$ cat src/rtl/package_settings.sv
// package_settings
// Shared data-path sizing for the v19 acquisition chain.
//   SIZE_FILTER_DATA : width of the signed filter samples and trigger levels.
package package_settings;

  localparam int SIZE_FILTER_DATA = 16;

endpackage : package_settings

$ cat src/rtl/v19_filter_parameters.sv
// v19_filter_parameters
// Sequencer-side constants for the v19 trapezoidal shaping filter.
//   k_19 / l_19      : filter rise and flat-top lengths in cycles.
//   *_DEF constants  : defaults for the sequencer timing parameters.
//   CNT_W            : width of the sequencer's phase counter.
//   v19_seq_state_e  : sequencer FSM states.
package v19_filter_parameters;

  localparam int k_19 = 16;
  localparam int l_19 = 8;

  localparam int SETTLE_CYC_DEF = k_19 + l_19 + 8;
  localparam int MAX_TRACK_DEF  = k_19 + l_19 + 4;
  localparam int DEAD_CYC_DEF   = k_19 + l_19;

  localparam int CNT_W = 16;

  typedef enum logic [2:0] {
    IDLE   = 3'd0,
    SETTLE = 3'd1,
    ARMED  = 3'd2,
    TRACK  = 3'd3,
    DEAD   = 3'd4
  } v19_seq_state_e;

endpackage : v19_filter_parameters

$ cat src/rtl/v19_event_slot.sv
// v19_event_slot
// One-deep registered event buffer with valid/ready output and a saturating
// lost-event counter.
// Ports:
//   clk, reset        : clock, synchronous active-low reset.
//   load              : an event is offered this cycle (amp_in/time_in).
//   drop              : an event was rejected upstream; count it as lost.
//   ev_valid/ev_ready : downstream handshake; ev_amp/ev_time held while stalled.
//   drop_cnt          : lost events, saturating at 255.
module v19_event_slot
  import package_settings::*;
#(
  parameter int TS_W = 32
) (
  input  logic                               clk,
  input  logic                               reset,
  input  logic                               load,
  input  logic                               drop,
  input  logic signed [SIZE_FILTER_DATA-1:0] amp_in,
  input  logic        [TS_W-1:0]             time_in,
  input  logic                               ev_ready,
  output logic                               ev_valid,
  output logic signed [SIZE_FILTER_DATA-1:0] ev_amp,
  output logic        [TS_W-1:0]             ev_time,
  output logic        [7:0]                  drop_cnt
);

  function automatic logic [7:0] sat_inc8(input logic [7:0] v);
    return (v == 8'hFF) ? v : v + 8'd1;
  endfunction

  logic                               valid_q, valid_d;
  logic signed [SIZE_FILTER_DATA-1:0] amp_q, amp_d;
  logic        [TS_W-1:0]             time_q, time_d;
  logic        [7:0]                  drop_q, drop_d;
  logic                               accept_s;
  logic                               slot_free_s;

  // A slot being drained this cycle can take the new event in the same cycle.
  assign accept_s    = valid_q && ev_ready;
  assign slot_free_s = !valid_q || accept_s;

  // Slot next-state: load, drain, or count a lost event.
  always_comb begin
    valid_d = valid_q;
    amp_d   = amp_q;
    time_d  = time_q;
    drop_d  = drop_q;
    if (load && slot_free_s) begin
      valid_d = 1'b1;
      amp_d   = amp_in;
      time_d  = time_in;
    end else if (accept_s) begin
      valid_d = 1'b0;
    end else begin
      valid_d = valid_q;
    end
    if ((load && !slot_free_s) || drop) begin
      drop_d = sat_inc8(drop_q);
    end else begin
      drop_d = drop_q;
    end
  end

  // Slot registers.
  always_ff @(posedge clk) begin
    if (!reset) begin
      valid_q <= 1'b0;
      amp_q   <= '0;
      time_q  <= '0;
      drop_q  <= 8'd0;
    end else begin
      valid_q <= valid_d;
      amp_q   <= amp_d;
      time_q  <= time_d;
      drop_q  <= drop_d;
    end
  end

  assign ev_valid = valid_q;
  assign ev_amp   = amp_q;
  assign ev_time  = time_q;
  assign drop_cnt = drop_q;

endmodule : v19_event_slot

$ cat src/rtl/v19_filter_sequencer.sv
// v19_filter_sequencer
// Acquisition sequencer for the v19 shaping filter: drives the filter reset,
// waits out settling, detects pulses, captures peak and crossing timestamp,
// and hands events to the readout through v19_event_slot.
// Ports:
//   clk, reset            : clock, synchronous active-low reset.
//   enable                : acquisition run level.
//   threshold, filt_data  : signed trigger level and filter sample.
//   filt_rst_n            : active-low reset to the filter.
//   ev_valid/ev_ready     : event handshake; ev_amp = peak, ev_time = crossing ts.
//   busy                  : sequencer not idle.   drop_cnt : lost events (sat 255).
// Build option: define V19_SEQ_PILEUP_REJECT_EN to defer commit to the end of
// dead time and reject events that see another crossing during dead time.
module v19_filter_sequencer
  import package_settings::*;
  import v19_filter_parameters::*;
#(
  parameter int SETTLE_CYC = SETTLE_CYC_DEF,
  parameter int MAX_TRACK  = MAX_TRACK_DEF,
  parameter int DEAD_CYC   = DEAD_CYC_DEF,
  parameter int TS_W       = 32
) (
  input  logic                               clk,
  input  logic                               reset,
  input  logic                               enable,
  input  logic signed [SIZE_FILTER_DATA-1:0] threshold,
  input  logic signed [SIZE_FILTER_DATA-1:0] filt_data,
  output logic                               filt_rst_n,
  output logic                               ev_valid,
  input  logic                               ev_ready,
  output logic signed [SIZE_FILTER_DATA-1:0] ev_amp,
  output logic        [TS_W-1:0]             ev_time,
  output logic                               busy,
  output logic        [7:0]                  drop_cnt
);

  v19_seq_state_e                     state_q, state_d;
  logic        [CNT_W-1:0]            cnt_q, cnt_d;
  logic        [TS_W-1:0]             ts_q, ts_d;
  logic signed [SIZE_FILTER_DATA-1:0] amp_q, amp_d;
  logic        [TS_W-1:0]             time_q, time_d;
  logic                               filt_rst_n_q, filt_rst_n_d;
  logic                               busy_q, busy_d;
  logic                               above_s;
  logic signed [SIZE_FILTER_DATA-1:0] amp_max_s;
  logic signed [SIZE_FILTER_DATA-1:0] commit_amp_s;
  logic                               commit_s;
  logic                               drop_s;
`ifdef V19_SEQ_PILEUP_REJECT_EN
  logic                               pileup_q, pileup_d;
`endif

  assign above_s   = filt_data > threshold;
  assign amp_max_s = (filt_data > amp_q) ? filt_data : amp_q;

`ifdef V19_SEQ_PILEUP_REJECT_EN
  // Peak is final once TRACK has ended.
  assign commit_amp_s = amp_q;
`else
  // Committing in the last TRACK cycle, so fold in the current sample.
  assign commit_amp_s = amp_max_s;
`endif

  // FSM next state, phase counter, timestamp and staged event.
  always_comb begin
    state_d  = state_q;
    cnt_d    = cnt_q + CNT_W'(1);
    amp_d    = amp_q;
    time_d   = time_q;
    commit_s = 1'b0;
    drop_s   = 1'b0;
`ifdef V19_SEQ_PILEUP_REJECT_EN
    pileup_d = pileup_q;
`endif
    ts_d = ((state_q == IDLE) || (state_q == SETTLE)) ? '0 : ts_q + TS_W'(1);

    if (!enable) begin
      // Staged event is discarded silently; the output slot keeps its event.
      state_d = IDLE;
      cnt_d   = '0;
    end else begin
      case (state_q)
        IDLE: begin
          cnt_d   = '0;
          state_d = SETTLE;
        end
        SETTLE: begin
          if (cnt_q == CNT_W'(SETTLE_CYC - 1)) begin
            state_d = ARMED;
            cnt_d   = '0;
          end else begin
            state_d = SETTLE;
          end
        end
        ARMED: begin
          cnt_d = '0;
          if (above_s) begin
            state_d = TRACK;
            amp_d   = filt_data;
            time_d  = ts_q;
          end else begin
            state_d = ARMED;
          end
        end
        TRACK: begin
          amp_d = amp_max_s;
          if (!above_s || (cnt_q == CNT_W'(MAX_TRACK - 1))) begin
            state_d = DEAD;
            cnt_d   = '0;
`ifdef V19_SEQ_PILEUP_REJECT_EN
            pileup_d = 1'b0;
`else
            commit_s = 1'b1;
`endif
          end else begin
            state_d = TRACK;
          end
        end
        DEAD: begin
`ifdef V19_SEQ_PILEUP_REJECT_EN
          pileup_d = pileup_q || above_s;
`endif
          if (cnt_q == CNT_W'(DEAD_CYC - 1)) begin
            state_d = ARMED;
            cnt_d   = '0;
`ifdef V19_SEQ_PILEUP_REJECT_EN
            if (pileup_q || above_s) begin
              drop_s = 1'b1;
            end else begin
              commit_s = 1'b1;
            end
`endif
          end else begin
            state_d = DEAD;
          end
        end
        default: begin
          state_d = IDLE;
          cnt_d   = '0;
        end
      endcase
    end

    // Registered status follows the next state so it tracks state_q exactly.
    filt_rst_n_d = (state_d != IDLE);
    busy_d       = (state_d != IDLE);
  end

  // Sequencer registers.
  always_ff @(posedge clk) begin
    if (!reset) begin
      state_q      <= IDLE;
      cnt_q        <= '0;
      ts_q         <= '0;
      amp_q        <= '0;
      time_q       <= '0;
      filt_rst_n_q <= 1'b0;
      busy_q       <= 1'b0;
`ifdef V19_SEQ_PILEUP_REJECT_EN
      pileup_q     <= 1'b0;
`endif
    end else begin
      state_q      <= state_d;
      cnt_q        <= cnt_d;
      ts_q         <= ts_d;
      amp_q        <= amp_d;
      time_q       <= time_d;
      filt_rst_n_q <= filt_rst_n_d;
      busy_q       <= busy_d;
`ifdef V19_SEQ_PILEUP_REJECT_EN
      pileup_q     <= pileup_d;
`endif
    end
  end

  assign filt_rst_n = filt_rst_n_q;
  assign busy       = busy_q;

  v19_event_slot #(
    .TS_W (TS_W)
  ) u_slot (
    .clk      (clk),
    .reset    (reset),
    .load     (commit_s),
    .drop     (drop_s),
    .amp_in   (commit_amp_s),
    .time_in  (time_q),
    .ev_ready (ev_ready),
    .ev_valid (ev_valid),
    .ev_amp   (ev_amp),
    .ev_time  (ev_time),
    .drop_cnt (drop_cnt)
  );

endmodule : v19_filter_sequencer

$ cat config.mk
export PLATFORM = sky130hd
export DESIGN_NAME = v19_filter_sequencer
export DESIGN_NICKNAME = d
export VERILOG_FILES = /design/src/rtl/package_settings.sv /design/src/rtl/v19_filter_parameters.sv /design/src/rtl/v19_event_slot.sv /design/src/rtl/v19_filter_sequencer.sv
export SDC_FILE = /design/constraint.sdc
export NUM_CORES = 1
export LEC_CHECK = 0
export ABC_AREA = 1
export CELL_PAD_IN_SITES_DETAIL_PLACEMENT = 1
export CELL_PAD_IN_SITES_GLOBAL_PLACEMENT = 2
export CORE_UTILIZATION = 33
export DETAILED_ROUTE_END_ITERATION = 12
export DONT_BUFFER_PORTS = 1
export PLACE_DENSITY = 0.78
export SLEW_MARGIN = 25
export SYNTH_ARGS = -nofsm -noshare
export SYNTH_HDL_FRONTEND = slang
export SYNTH_SLANG_ARGS = --single-unit
$ cat constraint.sdc
create_clock -name clk -period 2.3 [get_ports clk]
set_input_delay 0.575 -clock clk [delete_from_list [all_inputs] [get_ports clk]]
set_output_delay 0.575 -clock clk [all_outputs]
set_load 0.02 [all_outputs]
==> impl_results.md, run 1 <==
- Global-route wire length before repair: 35.1 mm
- Buf/Inv on CP: 4
- Static Leak: 3.60 nW
- GRT Residual Overflow: 0
- Worst setup path startpoint: amp_q[13]$_SDFFE_PN0P_
- Mapped cell area: 0.00786 mm²
- Worst Setup EP: u_slot.ev_amp[0]$_SDFFE_PN0P_
- Deepest clock path buffer count: 2
- RR Startpoint: amp_q[13]$_SDFFE_PN0P_
- Port Buffers: 0
- Core ar.: 0.0234 mm²
- Setup WS post-layout: 68.4 ps
- Worst path cell trace: inv_1, ha_1, nand2_1, nor2_2, nand4_1, inv_2, nand2_1, nand3_2, nand3_4, buf_4, nand2_1, nand2_2, o21ai_1, buf_4, a21oi_1
- TritonCTS Buffers: 17
- Clock-pin slew on the worst setup and hold paths: 70 ps
- Crit-path slowest cell: dfxtp_2
- R2R setup slack: 70 ps
- Initial Utilization: 33.6%
- Syn nets: 1170
- Cell mode on critical path: nand2_1
- Most common flop cell mapped by yosys: dfxtp_1
- Post-CTS Hold Buffers: 0
- Largest net degree at the start of global routing: 78
- Pre-antenna DRT Iters: 5
- CP Class: flip-flop to flip-flop
- Synth top area cells: dfxtp_1 (40%), inv_1 (9.1%), nand2_1 (8.6%), a21oi_1 (7.6%), o21ai_0 (5.9%)
- Skew-Pair Late Insertion Delay: 430 ps
- Fmax: 448 MHz
- Slew HR: 62.0%
- All-Layer GR Usage: 18.1%
- Tmin final: 2230 ps
- YS warnings: 0
- VDD IR max: 0.358 mV
- ANT cells: 0
- Number of antenna violations at the first check in global routing: 0
- Row cnt: 56
- Run status: finished clean
- Die area: 0.0244 mm²
- Placer Congestion: 0.791
- DP Worst Slack: -276 ps
- Share of layout cells above drive strength 1: 12.8%
- Crit path DAT: 2550 ps
- Die W: 156 µm
- Post-route clock period utilization: 97.0%
- Max-cap violation count: 0
- Crit path launch type: flip-flop
- Post-route DRC: 0
- Setup repair after global routing missed its margin: true
- Clock skew: 16.5 ps
- Final layout net count: 1198
- Cell count after synthesis: 1099
- H-tree lvl count: 4
- Max Fanout on Critical Path: 4
- IO Pins: 95
- Hold Vio Cnt, Final: 0
- Vias in the first global route: 6805
- Via count: 6980
- R2R depth: 15
- Post-synth EDFFs: 0
- Drt total wl: 21.2 mm
- Area leader, netlist: dfxtp_1
- Flops & latches, synth: 157
- Drt wl/cell: 14.5 µm
- Final setup violation count: 0
- Slew @ Worst Pin: 567 ps
- Via/cell ratio: 4.78
- DR iter-0 viols: 333
- Final HPWL DP: 15.7 mm
- Cell area power density: 641 mW/mm²
- Die Y-Extent: 156 µm
- Asr flop ratio synth: 0%
- FF-to-FF End: u_slot.ev_amp[0]$_SDFFE_PN0P_
- Hold Startpoint: reset
- Register area share after synthesis: 40.0%
- CTS tree: done
- Req. time, crit path: 2620 ps
- Crit. End Element: flip-flop
- Crit path depth: 15
- Slew Limit Fails: 0
- Yosys cell types: 44
- Post-synth top area share: 40.0%
- Hold crit path type: input pin to flip-flop
- Detail Route Antenna Nets: 0
- Clk sinks: 157
- Worst Hold Depth: 2
- Largest stage delay on the critical path: 350 ps
- Delay-heaviest family, CP: simple AND/OR/NAND/NOR gates
- Avg Cell Area, Syn: 7.15 µm²
- Hold Worst Slack: 287 ps
- P&R area growth vs syn: 16.2%
- Clock root cell: clkbuf_16
placed cells by master (no fill, tap or decap), types with 10 or more instances in the layout:
master     instances
clkbuf_16         17
o21ai_0           81
buf_4             42
nor3_1            17
dfxtp_1          154
a21oi_1          118
nand2_1          176
nand3_1           54
or2_2             15
inv_1            189
o21ai_1           10
nor2_1            85
nand4_1           38
xor2_1            10
ha_1              34
Yosys cell counts (2+ instances only):
| cell | count |
|---|---|
| xor2_1 | 10 |
| xnor2_1 | 5 |
| inv_1 | 190 |
| o21ai_1 | 4 |
| o21ai_0 | 92 |
| clkbuf_1 | 21 |
| nand4_2 | 3 |
| ha_1 | 35 |
| nor4_1 | 2 |
| nand2_2 | 4 |
| or2_2 | 15 |
| and2_1 | 6 |
| a21oi_1 | 119 |
| nor4_2 | 2 |
| nor3_2 | 3 |
| nand4_1 | 38 |
| a31oi_1 | 2 |
| nand3_1 | 54 |
| nor2_1 | 86 |
| nor2_4 | 2 |
| nand2_1 | 180 |
| a21o_1 | 2 |
| buf_6 | 2 |
| nand3_2 | 7 |
| nor2_2 | 4 |
| inv_2 | 4 |
| nor3b_1 | 2 |
| buf_4 | 7 |
| buf_2 | 11 |
| dfxtp_1 | 157 |
| nor3_1 | 17 |
per-layer routing:
metal,global-route usage (%),vias to the layer above,routed length (µm)
met5,0,-,0
met4,4.76,0,221
met3,4.18,13,807
met2,28.9,86,9520
met1,24.3,3282,10600
li1,-,3599,-
sequential cells by signal (all words and copies together), names as in the netlist:
name and flops:
cnt_q 16, amp_q 16, u_slot.drop_cnt 8, u_slot.ev_time 32, u_slot.ev_valid 1, state_q 3
ts_q 32, busy 1, time_q 32, u_slot.ev_amp 16
report_power, final:
part           switching, W  internal, W  leakage [nW]  total, W
Sequential       0.00000437      0.00272          1.27   0.00272
Combinational      0.000203     0.000150          2.06  0.000353
Clock               0.00123      0.00154         0.271   0.00277
Total               0.00144      0.00441          3.60   0.00585
area by class of cell:
cell class / count / area [µm²]
fill: 2946 / 14300
multi-input combinational: 704 / 3820
sequential: 157 / 3150
inverter: 196 / 738
timing repair buffer: 51 / 458
clock buffer: 19 / 443
tap: 319 / 399
clock inverter: 13 / 128
worst reg2reg max path, delay by kind of cell, from the launching register on:
kind                       cells  cell delay (ps)
buffers and inverters          4              440
adders and majority gates      1              300
and+or+nand+nor                8              890
AOI/OAI and AO/OA              2              160
DFF                            1              350
worst min path at each step:
stage                                     endpoint  slack (ps)
global route        u_slot.ev_amp[15]$_SDFFE_PN0P_         270
detailed placement             cnt_q[0]$_SDFF_PN0_         450
finish                     time_q[23]$_SDFFE_PN0P_         290
CTS                        time_q[23]$_SDFFE_PN0P_         270
global placement               cnt_q[0]$_SDFF_PN0_         440
floorplan                      cnt_q[0]$_SDFF_PN0_         420
what timing repair did:
item / 4_1_cts / 5_1_grt
setup buffers: 0 / 1
gates cloned: 0 / 1
setup endpoints to repair: 7 / 47
pin swaps: 0 / 7
resized for setup: 3 / 30
cell families (layout without fill, tap and decap cells):
group | Yosys count | count (layout) | share of synthesized area, %
AND/OR/NAND/NOR | 428 | 428 | 25.7
buffers and inverters | 238 | 279 | 12.3
XOR/XNOR | 15 | 15 | 1.67
AO/OA/AOI/OAI | 226 | 226 | 14.8
flip-flops | 157 | 157 | 40.0
adder cells (fa/ha/maj) | 35 | 35 | 5.57
through the flow:
stage / total power [W] / instances / cell area, µm² / util (%) / setup TNS (ps)
4_1_cts: 0.00592 / 1457 / 9040 / 38.6 / -7.09
5_1_grt: 0.00610 / 1459 / 9130 / 39.0 / -301
3_3_place_gp: 0.00312 / 1425 / 8470 / 36.2 / -11470
6_report: 0.00585 / 1459 / 9130 / 39.0 / 0
3_5_place_dp: 0.00312 / 1425 / 8470 / 36.2 / -18360
2_1_floorplan: 0.00302 / 1099 / 7860 / - / 0
(Power assumes the default switching activity.)
==> inputs of run 2 (changes only) <==
SLEW_MARGIN = 15   (was 25)
==> results of run 2 <==
No change in the layout: final DEF, timing and power equal those of run 1.
